File: config.mk
export PLATFORM = sky130hd
export DESIGN_NAME = serial_subtractor
export DESIGN_NICKNAME = d
export VERILOG_FILES = /design/src/rtl/arith_pkg.sv /design/src/rtl/full_subtractor.sv /design/src/rtl/serial_subtractor.sv
export SDC_FILE = /design/constraint.sdc
export NUM_CORES = 1
export LEC_CHECK = 0
export ABC_AREA = 1
export CORE_AREA = 2 2 54 56
export DETAILED_ROUTE_END_ITERATION = 16
export DIE_AREA = 0 0 56 58
export HOLD_SLACK_MARGIN = 0.15
export MAX_ROUTING_LAYER = met4
export PLACE_DENSITY = 0.89
export SYNTH_ARGS = -nofsm -noshare
export SYNTH_HDL_FRONTEND = slang
export SYNTH_SLANG_ARGS = --single-unit
File: constraint.sdc
create_clock -name clk -period 2.81 [get_ports clk]
set_clock_uncertainty 0.15 [all_clocks]
set_input_delay 0.281 -clock clk [delete_from_list [all_inputs] [get_ports clk]]
set_output_delay 0.281 -clock clk [all_outputs]
set_load 0.02 [all_outputs]
File: src/rtl/arith_pkg.sv
// Shared definitions for the bit-serial arithmetic blocks: FSM state encoding and default width.
package arith_pkg;

  localparam int DEFAULT_WIDTH = 8;

  typedef enum logic [1:0] {
    ST_IDLE  = 2'b00,
    ST_SHIFT = 2'b01,
    ST_DONE  = 2'b10
  } state_t;

endpackage

File: src/rtl/full_subtractor.sv
// One-bit full subtractor: diff = a - b - bin, combinational, no handshake.
module full_subtractor (
  input  logic a,
  input  logic b,
  input  logic bin,
  output logic diff,
  output logic bout
);

  assign diff = a ^ b ^ bin;
  assign bout = (~a & b) | (~a & bin) | (b & bin);

endmodule

File: src/rtl/serial_subtractor.sv
// Bit-serial unsigned a - b - bin, LSB first; done pulses WIDTH+1 edges after start.
// One operation at a time: start is ignored unless idle, so throughput is one result per WIDTH+2 cycles.
module serial_subtractor
  import arith_pkg::*;
#(
  parameter int WIDTH = DEFAULT_WIDTH
) (
  input  logic             clk,
  input  logic             rst,
  input  logic             start,
  input  logic [WIDTH-1:0] a,
  input  logic [WIDTH-1:0] b,
  input  logic             bin,
  output logic             busy,
  output logic             done,
  output logic [WIDTH-1:0] diff,
  output logic             bout
);

  localparam int CW = $clog2(WIDTH);

  state_t           state_q, state_d;
  logic [CW-1:0]    cnt_q;
  logic [WIDTH-1:0] a_q, b_q, diff_q;
  logic             br_q, bout_q;
  logic             cell_diff, cell_bout;

  full_subtractor u_cell (
    .a    (a_q[0]),
    .b    (b_q[0]),
    .bin  (br_q),
    .diff (cell_diff),
    .bout (cell_bout)
  );

  always_comb begin
    state_d = state_q;
    case (state_q)
      ST_IDLE:  if (start) state_d = ST_SHIFT;
      ST_SHIFT: if (cnt_q == '0) state_d = ST_DONE;
      ST_DONE:  state_d = ST_IDLE;
      default:  state_d = ST_IDLE;
    endcase
  end

  always_ff @(posedge clk) begin
    if (rst) begin
      state_q <= ST_IDLE;
      cnt_q   <= '0;
      br_q    <= 1'b0;
      a_q     <= '0;
      b_q     <= '0;
      diff_q  <= '0;
      bout_q  <= 1'b0;
    end else begin
      state_q <= state_d;
      case (state_q)
        ST_IDLE: begin
          if (start) begin
            a_q    <= a;
            b_q    <= b;
            br_q   <= bin;
            cnt_q  <= CW'(WIDTH - 1);
            diff_q <= '0;
            bout_q <= 1'b0;
          end
        end
        ST_SHIFT: begin
          // Result bits enter at the MSB so the LSB lands at bit 0 after WIDTH shifts.
          a_q    <= a_q >> 1;
          b_q    <= b_q >> 1;
          br_q   <= cell_bout;
          diff_q <= {cell_diff, diff_q[WIDTH-1:1]};
          cnt_q  <= cnt_q - CW'(1);
          if (cnt_q == '0) bout_q <= cell_bout;
        end
        default: ;
      endcase
    end
  end

  assign busy = (state_q == ST_SHIFT);
  assign done = (state_q == ST_DONE);
  assign diff = diff_q;
  assign bout = bout_q;

endmodule

==> out/summary.txt <==
status - completed
CP top delay family - buffers and inverters
synthesized flop and latch total - 31
pwr/cell area - 610 nW/um^2
largest net degree at the start of global routing - 28
Rows - 19
CP Buf/Inv Count - 2
most common cell after layout, fill and taps aside - nand2_1
Setup WS post-layout - 0.772 ns
Syn Nets - 216
Diodes inserted - 0
# IOs - 31
synthesized area per cell - 6.97 sq um
Max stage delay cell, worst path - clkdlybuf4s50_1
crit-path max cell delay - 0.60 ns
HPWL after detailed placement - 1.81 mm
clock buffer count from CTS - 5
Worst Hold Class - flip-flop to flip-flop
router iterations before antenna repair - 4
EDFF count, synth - 0
min-delay src - cnt_q[2]
Post-CTS Setup Repair Bufs - 0
area added between synthesis and finish - 29.3%
CTS clock-pin slew for the worst setup and hold paths - 0.10 ns
Hold Vio Cnt, Final - 0
CTS tree - done
number of DRC markers in iteration 0 - 30
worst r2r path cells - 5
RSZ-0062 raised after global routing - no
die area - 3250 sq um
Die W - 56 microns
Critical Path RT - 2.38 ns
Setup crit start kind - flip-flop
Synth Flop Type - dfxtp_1
Resized Gates After CTS - 0
Max Slew Vio Count - 0
Post-CTS Hold Buffers - 0
Max Clk Rate - 491 MHz
hold path depth - 2
worst-margin pin slew - 0.643 ns
Total GRT Usage - 19.4%
number of global-route vias before repair - 1161
PortBufs - 30
Setup crit start - state_q[1]
worst slack, placed - 0.752 ns
WL final - 2.68 mm
first-pass GRT wire length - 4.78 mm
Initial Utilization - 50.5%
CORE AREA - 2660 sq um
async set-reset flop share out of synthesis - 0%
Final #Nets - 246
Leak - 0.755 nW
synthesized area - 1350 sq um
routability cong. - 0.744
WS Path Type - flip-flop to output pin
Tcrit/Tclk final - 72.5%
Tmin final - 2.04 ns
max_slew headroom - 56.8%
average wire per standard cell - 10.5 microns
Final setup viols - 0
Post-DRT Antenna Nets - 0
WP depth - 3
initial antenna violation count - 0
Remaining DRCs - 0
deepest clock path buffer count - 2
Synth cell types - 21
H-tree depth - 2
later-pin clock latency in the skew report - 0.33 ns
FF-to-FF Start - state_q[0]
post-synthesis sequential area ratio - 46.1%
worst endpoint data arrival time - 1.61 ns
maximum vdd drop - 462 uV
crit-path max FO - 5
fillers - 236
max_cap viols - 0
die height - 58 microns
worst path cell trace - inv_1 -> nor2_1 -> clkdlybuf4s50_1
total grt overflow - 0
synth warn - 0
layout cells sized above 1 - 6.25%
vias after detailed routing - 1284
clock root buffer - clkbuf_4
vias per cell - 5.04
setup TNS - 0 ns
CTS Sinks - 31
Cells after Synth - 193
Setup crit end kind - output pin
most frequent cells in the layout - 66 x nand2_1, 34 x nor2_1, 31 x dfxtp_1
sequential cells by signal, summed over array words and instances (netlist names):
name / count
diff: 8
state_q: 2
b_q: 8
bout: 1
br_q: 1
a_q: 8
cnt_q: 3
path summary, 6_finish.rpt:
path | endpoint | slack, ns
hold / removal | cnt_q[2] | 0.32
setup / recovery | done | 0.77
hold reg to reg | cnt_q[2] | 0.32
setup reg to reg | b_q[4] | 1.10
per-stage QoR:
| stage | area, sq um | util (%) | power (W) | hold WS [ns] | std cells |
|---|---|---|---|---|---|
| global route | 1740 | 65.3 | 0.00112 | 0.341 | 255 |
| detailed placement | 1650 | 62.1 | 0.000706 | 0.309 | 247 |
| floorplan | 1350 | - | 0.000640 | 0.200 | 193 |
| finish | 1740 | 65.3 | 0.00106 | 0.317 | 255 |
| global placement | 1650 | 62.1 | 0.000701 | 0.305 | 247 |
| CTS | 1740 | 65.3 | 0.00107 | 0.324 | 255 |
synth_stat cells (2+ instances only):
| cell | number | area (sq um) |
|---|---|---|
| dfxtp_1 | 31 | 621 |
| buf_2 | 4 | 20.0 |
| o22ai_1 | 6 | 37.5 |
| clkbuf_1 | 3 | 11.3 |
| nor3_1 | 2 | 10.0 |
| nor2_1 | 34 | 128 |
| a21oi_1 | 7 | 35.0 |
| buf_4 | 2 | 15.0 |
| nand3_1 | 4 | 20.0 |
| inv_1 | 7 | 26.3 |
| nand2_1 | 66 | 248 |
| ha_1 | 2 | 25.0 |
| o21ai_0 | 17 | 85.1 |
layout make-up:
class / instances / area [sq um] / share of cell area (%)
clock buffer: 6 / 51.3 / 2.95
sequential: 31 / 621 / 35.7
inverter: 9 / 33.8 / 1.94
clock inverter: 2 / 35.0 / 2.01
timing repair buffer: 32 / 315 / 18.1
tap: 31 / 38.8 / 2.23
multi-input combinational: 144 / 644 / 37.1
report_power, final:
group	internal (W)	switching, W	total, W
sequential	0.000477	0.0000203	0.000497
combinational	0.0000851	0.000114	0.000199
clock	0.000210	0.000154	0.000364
total	0.000772	0.000288	0.00106
layer usage:
| layer | wire (microns) | GRT usage, % |
|---|---|---|
| met3 | 153 | 6.25 |
| met5 | 0 | - |
| met4 | 42 | 7.14 |
| met2 | 1230 | 31.3 |
| met1 | 1250 | 22.9 |
worst min-delay path, cell delays in order, from the launching register on:
cell     delay, ns
dfxtp_1       0.32
nand2_1       0.06
a21oi_1       0.05
cells by family after synthesis:
group           share of synthesized area [%]
buf+inv                                  5.95
flops                                    46.1
compound gates                           12.1
simple gates                             32.5
fa+ha+maj                                3.35
Power figures use the tool's default switching activity.
==> RTL change 1, RTL diff (config.mk and constraints unchanged) <==
Change the package constant `DEFAULT_WIDTH` from 8 to 4.
--- a/src/rtl/arith_pkg.sv
+++ b/src/rtl/arith_pkg.sv
@@ -1,7 +1,7 @@
 // Shared definitions for the bit-serial arithmetic blocks: FSM state encoding and default width.
 package arith_pkg;
 
-  localparam int DEFAULT_WIDTH = 8;
+  localparam int DEFAULT_WIDTH = 4;
 
   typedef enum logic [1:0] {
     ST_IDLE  = 2'b00,
Interface: changed (resized a, b and diff); port bits go from 31 to 19. No check against the original RTL was run, so the function may have changed too.
==> RTL change 1 against the unedited design <==
Global-route usage shrank 8.1 points; critical path type unchanged; sequential cell count is 13 lower; routed wire length shrank 38%; setup slack got worse by 0.28 ns; first-iteration DRC count fell by 47%; total power decreased by 46%; utilization down 25 points; via count shrank 42%; area after synthesis shrank 36%; design area down 38%; synthesized cell count down 35%; non-clock buffer count shrank 13.
==> RTL change 1: results (changes against the unedited design) <==
VDD IR max=0.000310 V (-33%); initial DRC count=16 (-47%); final hold vios=0 (unchanged); Synth area leaders=dfxtp_1, nand2_1, nor2_1, a21oi_1, nand3_1; IO Port Bufs=18 (-40%); GRT Util Overall=0.113 (-0.0813); minimum clock period=2.32 ns (+0.279 ns); n_diodes=0 (unchanged); grt met1 use=0.141 (-0.0888); met3 Use GR=0.0290 (-0.0335); ys async rst share=0 (unchanged); 1st-pass router iterations=4 (unchanged); vias=750 (-42%); clk_lat worst skew=0.29 ns (-0.04 ns); # Post-CTS Setup Buffers=0 (unchanged); met2 Use GR=0.168 (-0.145); max-slew headroom at the worst pin=0.706 (+0.137); commonest cells in the synthesized netlist=nand2_1, nor2_1, dfxtp_1; initial antenna violation count=0 (unchanged); clock buffer depth=2 (unchanged); largest net degree at the start of global routing=13 (-54%); H-tree levels=1 (-1); hold crit path type=reg -> reg; sequential-to-total area share from yosys stat=0.422 (-0.0397); Synth cell types=18 (-14%); share of cells above drive strength 1=0.0563 (-0.00616); arrival time at the worst endpoint=1.89 ns (+0.28 ns); Ys Warns=0 (unchanged); vias in the first global route=632 (-46%); post-detailed-route wirelength per cell=9.54 µm (-9.3%); remaining antenna violation count=0 (unchanged); DP HPWL=1210 µm (-33%); post-cts repair resize count=0 (unchanged); clock root buffer=clkbuf_4; Top Usage Layer GRT=met2; worst-path fanout max=12 (+7); Num CTS Buffers=3 (-2); first-pass GRT wire length=2750 µm (-42%); status=completed; P_leak=0.474 nW (-37%); Nets=157 (-36%); Syn Nets=139 (-36%); Worst-path clk slew=0.10 ns (about the same); GPL Wtd Cong=0.808 (+8.5%)
-- RTL change 1: cell count changes after synthesis, moves of 6 or more --
cell,unedited run,this run
nor2_1,34,19
dfxtp_1,31,18
o22ai_1,6,0
o21ai_0,17,1
nand2_1,66,42
nand3_1,4,10
-- RTL change 1: power by group --
part	switching (mW)	internal, mW
Combinational	0.0691	0.0566
Sequential	0.0143	0.277
Clock	0.0801	0.0789
-- RTL change 1: final cells by class --
cell class	count	area (µm²)
multi-input combinational	88	400
clock buffer	4	36.3
inverter	13	48.8
fill	266	1590
tap	31	38.8
sequential	18	360
timing repair buffer	19	188
-- RTL change 1: kinds of logic (layout without fill, tap and decap cells) --
family | after synthesis | in the layout | synth area share
AOI/OAI and AO/OA | 12 | 12 | 0.0747
DFF | 18 | 18 | 0.422
and+or+nand+nor | 74 | 74 | 0.356
buffers and inverters | 19 | 36 | 0.110
adders and majority gates | 2 | 2 | 0.0381
-- RTL change 1: metal layers --
layer  wire length, µm  vias to the layer above
li1                  -                      421
met1               782                      316
met2               804                       13
met3                63                        0
met4                 0                        0
met5                 0                        -
-- RTL change 1: critical path, stage by stage, from the launching register on --
cell             delay, ns
dfxtp_1               0.60
nand2_4               0.16
inv_1                 0.19
clkdlybuf4s50_1       0.64
-- RTL change 1: final timing paths --
path	from	to	slack, ns	cells past startpoint
min reg2reg	diff[0]$_SDFFE_PP0P_	diff[0]$_SDFFE_PP0P_	0.32	2
min	diff[0]$_SDFFE_PP0P_	diff[0]$_SDFFE_PP0P_	0.32	2
max reg2reg	state_q[0]$_SDFFE_PP0P_	br_q$_SDFFE_PP0P_	1.24	5
max	state_q[0]$_SDFFE_PP0P_	busy	0.49	3
-- RTL change 1: stage by stage --
step | cell area [µm²] | hold WS (ns) | worst slack [ns] | util | instances
floorplan | 855 | 0.280 | 1.54 | - | 125
global placement | 1040 | 0.293 | 0.864 | 0.389 | 169
detailed placement | 1040 | 0.308 | 0.822 | 0.389 | 169
CTS | 1070 | 0.324 | 0.494 | 0.403 | 173
global route | 1070 | 0.347 | 0.379 | 0.403 | 173
finish | 1070 | 0.321 | 0.493 | 0.403 | 173
==> RTL change 2, RTL diff (same flow settings) <==
Without the edit above. Encoding of `state_t`: now one-hot (3 bits for 3 states).
--- a/src/rtl/arith_pkg.sv
+++ b/src/rtl/arith_pkg.sv
@@ -3,10 +3,10 @@
 
   localparam int DEFAULT_WIDTH = 8;
 
-  typedef enum logic [1:0] {
-    ST_IDLE  = 2'b00,
-    ST_SHIFT = 2'b01,
-    ST_DONE  = 2'b10
+  typedef enum logic [2:0] {
+    ST_IDLE  = 3'b001,
+    ST_SHIFT = 3'b010,
+    ST_DONE  = 3'b100
   } state_t;
 
 endpackage
Behaviour: no difference found for any inputs over 10 cycles, from zero or initial values and one cycle with rst high; not proved beyond that.
==> RTL change 2 against the unedited design <==
Routed wire length increased by 22%; total power decreased by 6.8%; area after synthesis increased by 19%; design area increased by 13%; setup slack got worse by 0.30 ns; critical path type unchanged; sequential cell count increased by 1; first-iteration DRC count increased by 33%; final cell count increased by 20%.
==> RTL change 2: results (changes against the unedited design) <==
hold crit path type=reg -> reg; H-tree levels=2 (unchanged); share of cells above drive strength 1=0.0616 (-0.000906); worst-path fanout max=17 (+12); mean area per synthesized cell=6.51 µm² (-6.6%); Crit path max-delay family=buffers and inverters; FILL cells=211 (-11%); ys async rst share=0 (unchanged); pre-CTS setup slack=0.755 ns (+0.00237 ns); via/cell ratio=4.97 (-1.3%); Worst Hold Depth=2 (unchanged); total routed wirelength=3270 µm (+22%); post-cts repair resize count=0 (unchanged); commonest cells in the synthesized netlist=nand2_1, nor2_1, nand3_1; initial antenna violation count=0 (unchanged); vias in the first global route=1346 (+16%); Num CTS Buffers=5 (unchanged); status=completed; 1st-pass router iterations=4 (unchanged); VDD IR max=0.000504 V (+9.0%); GRT Util Overall=0.234 (+0.0392); Internal Power=0.695 mW (-10%); P_leak=0.959 nW (+27%); arrival time at the worst endpoint=1.91 ns (+0.30 ns); startpoint types=flip-flop; # Post-CTS Setup Buffers=0 (unchanged); Synth cell types=23 (+9.5%); largest net degree at the start of global routing=35 (+25%); Main synth FF type=dfxtp_1; Ys Warns=0 (unchanged); GPL Wtd Cong=0.798 (+7.3%); DP HPWL=2280 µm (+26%); clk_lat worst skew=0.34 ns; Syn Nets=268 (+24%); sequential-to-total area share from yosys stat=0.402 (-0.0595); Worst-path clk slew=0.10 ns (about the same); first-pass GRT wire length=5630 µm (+18%); max-slew headroom at the worst pin=0.697 (+0.129); dpl cells=299 (+21%); Crit-path slowest cell=clkdlybuf4s50_1; vias=1525 (+19%); IO Port Bufs=30 (unchanged); Register-to-Register Path Depth=5 (unchanged); initial DRC count=40 (+33%); Synth area leaders=dfxtp_1, nand2_1, nand3_1, nor2_1, inv_1; clock buffer depth=2 (unchanged)
RTL change 2: changes by cell type in the layout (fill, tap and decap cells not counted), moves of 2 or more:
cell,before,now
buf_4,2,4
inv_1,7,30
clkbuf_1,0,2
nor2_1,34,36
nand2_1,66,75
nand3_1,4,34
o22ai_1,6,0
a21oi_1,7,2
o21ai_0,17,11
RTL change 2: worst register-to-register path, cell delays in order (launching register included):
cell and delay, ns:
dfxtp_1 0.37, nor2_4 0.36, nand2_2 0.09, buf_4 0.26, nor2_2 0.35, and3_2 0.24
RTL change 2: path summary, 6_finish.rpt:
check	startpoint	endpoint	slack [ns]
worst max-delay path	state_q[0]$_SDFFE_PP1P_	busy	0.47
worst min-delay path	diff[0]$_SDFFE_PP0P_	diff[0]$_SDFFE_PP0P_	0.34
worst max register to register	state_q[0]$_SDFFE_PP1P_	state_q[2]$_SDFFE_PP0P_	0.93
worst min register to register	diff[0]$_SDFFE_PP0P_	diff[0]$_SDFFE_PP0P_	0.34
RTL change 2: area by class of cell:
class / instances / area (µm²) / share of cell area
clock buffers: 8 / 58.8 / 0.0300
inverters: 31 / 116 / 0.0593
multi-input cells: 171 / 776 / 0.396
flip-flops and latches: 32 / 641 / 0.327
well taps: 31 / 38.8 / 0.0198
repair buffers: 34 / 330 / 0.168
RTL change 2: cell families after synthesis:
logic type | Yosys count | synth area share
DFF | 32 | 0.402
and+or+nand+nor | 154 | 0.412
AOI/OAI and AO/OA | 13 | 0.0408
adders and majority gates | 3 | 0.0283
buffers and inverters | 42 | 0.111
xor gates and xnor gates | 1 | 0.00550
RTL change 2: power groups by stage:
stage	sequential [mW]	clock, mW	combinational (mW)
after CTS	0.507	0.282	0.202
after global placement	0.516	0	0.195
after floorplan	0.512	0	0.148
after detailed placement	0.518	0	0.200
final	0.507	0.279	0.201
after global routing	0.511	0.300	0.231
RTL change 2: stage by stage:
step | util | hold WS (ns) | cell area [µm²]
CTS | 0.736 | 0.342 | 1960
floorplan | - | 0.200 | 1590
global route | 0.736 | 0.367 | 1960
global placement | 0.714 | 0.315 | 1900
detailed placement | 0.714 | 0.320 | 1900
finish | 0.736 | 0.337 | 1960
RTL change 2: metal layers:
layer	global-route usage	up-vias	share of wire
met5	-	-	0
met4	0.0918	0	0.020
met3	0.0670	8	0.064
met2	0.388	42	0.47
met1	0.268	664	0.45
li1	-	811	-
